<file path="config.mk">
export PLATFORM = sky130hd
export DESIGN_NAME = dds_spi_mc
export DESIGN_NICKNAME = d
export VERILOG_FILES = /design/src/rtl/dds_pkg.sv /design/src/rtl/spi_word_tx.sv /design/src/rtl/dds_spi_mc.sv
export SDC_FILE = /design/constraint.sdc
export NUM_CORES = 1
export LEC_CHECK = 0
export ABC_AREA = 1
export CAP_MARGIN = 10
export CORE_MARGIN = 5
export CORE_UTILIZATION = 45
export CTS_CLUSTER_SIZE = 12
export DETAILED_ROUTE_END_ITERATION = 8
export HOLD_SLACK_MARGIN = 0.02
export PLACE_DENSITY = 0.68
export SETUP_SLACK_MARGIN = 0.4
export SYNTH_ARGS = -nofsm -noshare
export SYNTH_HDL_FRONTEND = slang
export SYNTH_SLANG_ARGS = --single-unit
</file>
<file path="constraint.sdc">
create_clock -name clk_dds -period 1.86 [get_ports clk_dds]
set_clock_uncertainty 0.05 [all_clocks]
set_input_delay 0.372 -clock clk_dds [delete_from_list [all_inputs] [get_ports clk_dds]]
set_output_delay 0.372 -clock clk_dds [all_outputs]
set_load 0.005 [all_outputs]
</file>
<file path="src/rtl/dds_pkg.sv">
// Shared constants and types for the DDS-to-SPI DAC frame sequencer.
package dds_pkg;

  typedef enum logic [2:0] {
    S_IDLE     = 3'd0,
    S_LOAD     = 3'd1,
    S_CS_SETUP = 3'd2,
    S_SHIFT    = 3'd3,
    S_CS_HOLD  = 3'd4,
    S_CS_GAP   = 3'd5,
    S_LDAC     = 3'd6
  } state_e;

  // Cycles cs_n stays high between words, and cycles ldac_n is held low.
  localparam int CS_GAP_CYC = 2;
  localparam int LDAC_CYC   = 2;
  localparam int CNT_W      = 2;

  // SPI word width: command, address, sample.
  function automatic int word_w(input int cmd_w, input int addr_w, input int data_w);
    return cmd_w + addr_w + data_w;
  endfunction

endpackage

</file>
<file path="src/rtl/spi_word_tx.sv">
// Serializes one SPI word MSB first: load presets dout to the MSB, start
// launches W sclk periods (low CLK_DIV, high CLK_DIV), dout moves on falls.
module spi_word_tx
  import dds_pkg::*;
#(
  parameter int W       = 24,
  parameter int CLK_DIV = 1
) (
  input  logic         clk_dds,
  input  logic         rst_n,
  input  logic         abort,
  input  logic         load,
  input  logic         start,
  input  logic [W-1:0] word,
  output logic         sclk,
  output logic         dout,
  output logic         done
);

  localparam int DIV_W = (CLK_DIV > 1) ? $clog2(CLK_DIV) : 1;
  localparam int BIT_W = $clog2(W);

  logic [W-1:0]     sh_q, sh_d;
  logic [DIV_W-1:0] div_q, div_d;
  logic [BIT_W-1:0] bit_q, bit_d;
  logic             sclk_q, sclk_d, dout_q, dout_d, run_q, run_d;
  logic             last_div;

  // Divider / shifter next state; done flags the final high half-period.
  always_comb begin
    sh_d     = sh_q;
    div_d    = div_q;
    bit_d    = bit_q;
    sclk_d   = sclk_q;
    dout_d   = dout_q;
    run_d    = run_q;
    last_div = (div_q == DIV_W'(CLK_DIV - 1));
    done     = run_q && sclk_q && last_div && (bit_q == BIT_W'(W - 1));
    if (abort) begin
      run_d  = 1'b0;
      sclk_d = 1'b0;
      dout_d = 1'b0;
      div_d  = '0;
      bit_d  = '0;
    end else if (load) begin
      sh_d   = word;
      dout_d = word[W-1];
      sclk_d = 1'b0;
      run_d  = 1'b0;
      div_d  = '0;
      bit_d  = '0;
    end else if (start) begin
      run_d = 1'b1;
      div_d = '0;
    end else if (run_q) begin
      if (!last_div) begin
        div_d = div_q + DIV_W'(1);
      end else begin
        div_d = '0;
        if (!sclk_q) begin
          sclk_d = 1'b1;
        end else begin
          sclk_d = 1'b0;
          if (bit_q == BIT_W'(W - 1)) begin
            run_d = 1'b0;
          end else begin
            bit_d  = bit_q + BIT_W'(1);
            sh_d   = sh_q << 1;
            dout_d = sh_q[W-2];
          end
        end
      end
    end
  end

  // Serializer state register.
  always_ff @(posedge clk_dds or negedge rst_n) begin
    if (!rst_n) begin
      sh_q   <= '0;
      div_q  <= '0;
      bit_q  <= '0;
      sclk_q <= 1'b0;
      dout_q <= 1'b0;
      run_q  <= 1'b0;
    end else begin
      sh_q   <= sh_d;
      div_q  <= div_d;
      bit_q  <= bit_d;
      sclk_q <= sclk_d;
      dout_q <= dout_d;
      run_q  <= run_d;
    end
  end

  assign sclk = sclk_q;
  assign dout = dout_q;

endmodule

</file>
<file path="src/rtl/dds_spi_mc.sv">
// Multi-channel DAC frame sequencer: a frame timer launches a frame that
// writes each enabled channel over SPI, then pulses ldac_n to update all.
module dds_spi_mc
  import dds_pkg::*;
#(
  parameter int N_CH       = 4,
  parameter int DATA_W     = 16,
  parameter int CMD_W      = 4,
  parameter int ADDR_W     = 4,
  parameter int CLK_DIV    = 1,
  parameter int OFFSET_BIN = 1
) (
  input  logic                   clk_dds,
  input  logic                   rst_n,
  input  logic                   out_en,
  input  logic [15:0]            frame_period,
  input  logic [CMD_W-1:0]       cmd,
  input  logic [N_CH*DATA_W-1:0] ch_data,
  input  logic [N_CH-1:0]        ch_mask,
  output logic                   cs_n,
  output logic                   sclk,
  output logic                   dout,
  output logic                   ldac_n,
  output logic                   da_clr,
  output logic                   busy,
  output logic                   frame_done,
  output logic                   overrun
);

  localparam int W    = word_w(CMD_W, ADDR_W, DATA_W);
  localparam int CH_W = (N_CH > 1) ? $clog2(N_CH) : 1;

  state_e                  state_q, state_d;
  logic [15:0]             timer_q, timer_d, per;
  logic [CNT_W-1:0]        cnt_q, cnt_d;
  logic [N_CH*DATA_W-1:0]  data_q, data_d;
  logic [N_CH-1:0]         pend_q, pend_d;
  logic [CMD_W-1:0]        cmd_q, cmd_d;
  logic                    cs_n_q, cs_n_d, ldac_n_q, ldac_n_d, busy_q, busy_d;
  logic                    fd_q, fd_d, ovr_q, ovr_d, da_clr_q;
  logic                    tick, tx_load, tx_start, tx_done;
  logic [CH_W-1:0]         nxt_ch;
  logic                    nxt_vld;
  logic [DATA_W-1:0]       samp;
  logic [W-1:0]            tx_word;

  // Lowest still-pending channel, and the SPI word that goes with it.
  always_comb begin
    nxt_ch  = '0;
    nxt_vld = 1'b0;
    for (int i = N_CH - 1; i >= 0; i--) begin
      if (pend_q[i]) begin
        nxt_ch  = CH_W'(i);
        nxt_vld = 1'b1;
      end
    end
    samp = data_q[nxt_ch*DATA_W +: DATA_W];
    if (OFFSET_BIN != 0) samp[DATA_W-1] = ~samp[DATA_W-1];
    tx_word = {cmd_q, ADDR_W'(nxt_ch), samp};
  end

  // Frame timer, sequencing FSM and registered-output next values.
  always_comb begin
    state_d  = state_q;
    cnt_d    = cnt_q;
    data_d   = data_q;
    pend_d   = pend_q;
    cmd_d    = cmd_q;
    fd_d     = 1'b0;
    ovr_d    = ovr_q;
    tx_load  = 1'b0;
    tx_start = 1'b0;
    per      = (frame_period == 16'd0) ? 16'd1 : frame_period;
    tick     = out_en && (timer_q == per - 16'd1);
    timer_d  = (!out_en || tick) ? 16'd0 : timer_q + 16'd1;
    if (tick && state_q != S_IDLE) ovr_d = 1'b1;
    case (state_q)
      S_IDLE: if (tick) begin
        state_d = S_LOAD;
        data_d  = ch_data;
        pend_d  = ch_mask;
        cmd_d   = cmd;
      end
      S_LOAD: if (!nxt_vld) begin
        state_d = S_IDLE;
        fd_d    = 1'b1;
      end else begin
        state_d        = S_CS_SETUP;
        tx_load        = 1'b1;
        pend_d[nxt_ch] = 1'b0;
      end
      S_CS_SETUP: begin
        state_d  = S_SHIFT;
        tx_start = 1'b1;
      end
      S_SHIFT: if (tx_done) state_d = S_CS_HOLD;
      S_CS_HOLD: begin
        state_d = S_CS_GAP;
        cnt_d   = '0;
      end
      S_CS_GAP: if (cnt_q == CNT_W'(CS_GAP_CYC - 1)) begin
        cnt_d = '0;
        if (nxt_vld) begin
          state_d        = S_CS_SETUP;
          tx_load        = 1'b1;
          pend_d[nxt_ch] = 1'b0;
        end else begin
          state_d = S_LDAC;
        end
      end else begin
        cnt_d = cnt_q + CNT_W'(1);
      end
      S_LDAC: if (cnt_q == CNT_W'(LDAC_CYC - 1)) begin
        cnt_d   = '0;
        state_d = S_IDLE;
        fd_d    = 1'b1;
      end else begin
        cnt_d = cnt_q + CNT_W'(1);
      end
      default: state_d = S_IDLE;
    endcase
    // Disable wins over everything: abandon the frame and clear overrun.
    if (!out_en) begin
      state_d  = S_IDLE;
      cnt_d    = '0;
      fd_d     = 1'b0;
      ovr_d    = 1'b0;
      tx_load  = 1'b0;
      tx_start = 1'b0;
    end
    cs_n_d   = !(state_d inside {S_CS_SETUP, S_SHIFT, S_CS_HOLD});
    ldac_n_d = (state_d != S_LDAC);
    busy_d   = (state_d != S_IDLE);
  end

  // Sequencer state and output registers.
  always_ff @(posedge clk_dds or negedge rst_n) begin
    if (!rst_n) begin
      state_q  <= S_IDLE;
      timer_q  <= '0;
      cnt_q    <= '0;
      data_q   <= '0;
      pend_q   <= '0;
      cmd_q    <= '0;
      cs_n_q   <= 1'b1;
      ldac_n_q <= 1'b1;
      busy_q   <= 1'b0;
      fd_q     <= 1'b0;
      ovr_q    <= 1'b0;
      da_clr_q <= 1'b0;
    end else begin
      state_q  <= state_d;
      timer_q  <= timer_d;
      cnt_q    <= cnt_d;
      data_q   <= data_d;
      pend_q   <= pend_d;
      cmd_q    <= cmd_d;
      cs_n_q   <= cs_n_d;
      ldac_n_q <= ldac_n_d;
      busy_q   <= busy_d;
      fd_q     <= fd_d;
      ovr_q    <= ovr_d;
      da_clr_q <= out_en;
    end
  end

  spi_word_tx #(.W(W), .CLK_DIV(CLK_DIV)) u_tx (
    .clk_dds (clk_dds),
    .rst_n   (rst_n),
    .abort   (!out_en),
    .load    (tx_load),
    .start   (tx_start),
    .word    (tx_word),
    .sclk    (sclk),
    .dout    (dout),
    .done    (tx_done)
  );

  assign cs_n       = cs_n_q;
  assign ldac_n     = ldac_n_q;
  assign da_clr     = da_clr_q;
  assign busy       = busy_q;
  assign frame_done = fd_q;
  assign overrun    = ovr_q;

endmodule

</file>
==> results.cfg <==
[run_status]
outcome = finished with violations
violations = negative setup slack

[logic_synthesis]
netlist.area_leader.share_pct = 47.1
ys_types = 46
synth-main-ff-cell = dfrtp_1
yosysWarnings = 0
synthesis.nets = 971
syn_avg_cell_area_um2 = 7.76
synthTopCellsByArea = dfrtp_1 (47%), nand2_1 (11%), inv_1 (7.3%), nor2_1 (4.7%), o21ai_1 (4.6%)
async_flop_share_pct = 100
synthTopCellsByCount = nand2_1 (200), inv_1 (132), dfrtp_1 (128)
synth_seq_area_share_pct = 47.8
synth_edf_count = 0
post-synth-top-area-cell = dfrtp_1
synth_area_um2 = 6800
yosysMostFrequentCell = nand2_1
syn_inst = 877
synth-seq-cells = 130

[clocking]
h-tree-depth = 4
clock_latency_ns = 0.42
cts_tree = built
root_buffer = clkbuf_16
path_clk_slew_ns = 0.07
clockBufferDepth = 2
clock-sinks = 130
numCtsBuffers = 17

[die]
die_w_um = 133
ios = 99
coreArea_um2 = 15000
die_y_um = 133
fp.dieArea_um2 = 17700
rows = 45
start_util_pct = 45.3

[finish]
syn_to_final_growth_pct = 75.3
fillers = 839
drive_above_1_share_pct = 45.3
diodes = 0
fin_nets = 1255

[route]
routed_wl_mm = 27.2
drt_iter0_drc = 762
routed.top_layer = met4
drtPass1Iterations = 5
routed-via-count = 7661
wl_met1_mm = 10.1
dr_wl_met3_mm = 2.15
wl_met2_mm = 13.4
wire_per_inst_um = 20.0
via_per_inst = 5.62
route.detailed.drc = 0
postRouteAntennaNets = 0

[global_route]
grt_usage_pct = 25.1
antenna_found_initial = 0
grt_pass1_wl_mm = 35.5
grt_pass1_vias = 6968
overflow = 0
grt_max_degree = 64

[worst_setup_path]
critPathMaxFanout = 24
path_class = input port to register
required_ns = 2.15
critPathCaptureType = register
reg2reg_slack_ns = -0.54
r2r_cells = 12
startpoint_type = input port
crit_arrival_ns = 2.91
reg2reg_from = timer_q[2]
timing.rr.end = data_q[12]

[sta]
worst_pin_slew_ns = 0.566
setup_ws_ns = -0.763
hold-worst-slack_ns = 0.310
slew_violations = 0
period_minus_slack_ns = 2.62
max_freq_mhz = 381
rsz0062_at_grt = true
period_share_pct = 141
setup_viol = 114
finalHoldViolations = 0
slew-limit-headroom_pct = 62.2

[hold_path]
hp-class = input port to asynchronous set/reset pin

[placed_design]
pre_cts_slack_ns = -1.35
dp_hpwl_mm = 12.6
portBuffers = 98
gp_congestion = 0.846

[power]
power_density_nw_per_um2 = 600
finalPower_mw = 7.15
vdd_drop_max_uv = 689
p_leak_nw = 5.53

[job]
cap_violations = 0
==> power breakdown <==
part           switching [mW]  internal [mW]  total, mW
clock network            1.34           2.05       3.39
logic                   0.431          0.432      0.863
registers              0.0296           2.88       2.91
total                    1.80           5.36       7.15
==> worst max path at each step <==
stage,start,to,slack (ns),cells after the start
6_report,frame_period[9],data_q[12],-0.76,19
5_1_grt,frame_period[9],data_q[12],-0.89,21
4_1_cts,frame_period[13],data_q[1],-0.55,20
3_5_place_dp,frame_period[3],data_q[6],-1.35,21
3_3_place_gp,frame_period[3],data_q[3],-1.26,18
2_1_floorplan,frame_period[3],data_q[29],-0.62,19
==> placed cells by master (no fill, tap or decap), types with 6 or more instances in the layout <==
| cell type | n |
|---|---|
| nor2_4 | 32 |
| inv_4 | 6 |
| inv_1 | 111 |
| buf_16 | 11 |
| nand3_2 | 9 |
| a21oi_2 | 9 |
| o21ai_2 | 52 |
| nand2_1 | 118 |
| nand3_1 | 31 |
| buf_12 | 10 |
| buf_6 | 57 |
| dfrtp_1 | 126 |
| nor3_2 | 6 |
| nand2_2 | 41 |
| a31oi_1 | 6 |
| nand2_4 | 45 |
| o21ai_0 | 12 |
| nor2_2 | 15 |
| o21ai_1 | 44 |
| a21oi_1 | 25 |
| xor2_2 | 8 |
| clkdlybuf4s50_1 | 73 |
| nor2_1 | 46 |
| buf_4 | 125 |
| buf_2 | 6 |
| inv_2 | 16 |
| xor2_1 | 10 |
| clkbuf_16 | 23 |
==> state kept, by name, summed over array words and instances (netlist names), 2 cells and up <==
signal / count
cnt_q: 2
data_q: 64
u_tx.sh_q: 23
cmd_q: 4
pend_q: 4
u_tx.bit_q: 5
state_q: 3
timer_q: 16
==> through the flow <==
| step | instance area, um2 | TNS, ns | utilization, % | instances |
|---|---|---|---|---|
| 2_1_floorplan | 6950 | -50.33 | - | 877 |
| 3_3_place_gp | 8780 | -113.05 | 58.4 | 1235 |
| 3_5_place_dp | 8780 | -119.54 | 58.4 | 1235 |
| 4_1_cts | 10700 | -44.98 | 71.3 | 1335 |
| 5_1_grt | 11900 | -76.63 | 79.3 | 1362 |
| 6_report | 11900 | -62.43 | 79.3 | 1362 |
==> timing repair <==
item / CTS / global route
pin swaps: 58 / 71
cloned: 10 / 8
hold endpoints to repair: 15 / 0
buffers inserted: 57 / 19
setup endpoints to repair: 134 / 133
resized for setup: 294 / 240
hold buffers: 1 / 0
==> worst max-delay path, stage by stage <==
cell     delay (ns)
buf_8          0.10
nor2_4         0.11
nand2_2        0.08
nor2_4         0.14
nand2_4        0.07
nand2_4        0.07
inv_4          0.04
ha_4           0.19
xnor2_4        0.17
nor2_1         0.08
a21oi_2        0.13
nand2_1        0.11
nor2_1         0.14
nand3_1        0.10
nor2_2         0.17
nand4_4        0.21
buf_6          0.23
buf_16         0.17
o21ai_2        0.21
==> cell type report <==
type	instances	area (um2)	area share [%]
multi-input cells	577	4190	35.2
flip-flops and latches	130	3260	27.3
repair buffers	299	3120	26.2
inverters	136	534	4.48
clock buffers	20	457	3.83
well taps	188	235	1.97
clock inverters	12	130	1.09
==> routing by layer <==
layer | up-vias | global-route usage, %
met5 | - | 0
met4 | 0 | 9.35
met3 | 150 | 5.32
met2 | 480 | 42.2
met1 | 3656 | 32.0
li1 | 3375 | -
==> kinds of logic after synthesis <==
kind of cell               share of synthesized area (%)
buffers and inverters                               10.6
adders and majority gates                          0.552
xor gates and xnor gates                            3.29
and+or+nand+nor                                     23.4
AOI/OAI and AO/OA                                   14.3
DFF                                                 47.8
No activity file was read; power rests on OpenSTA's default activity.
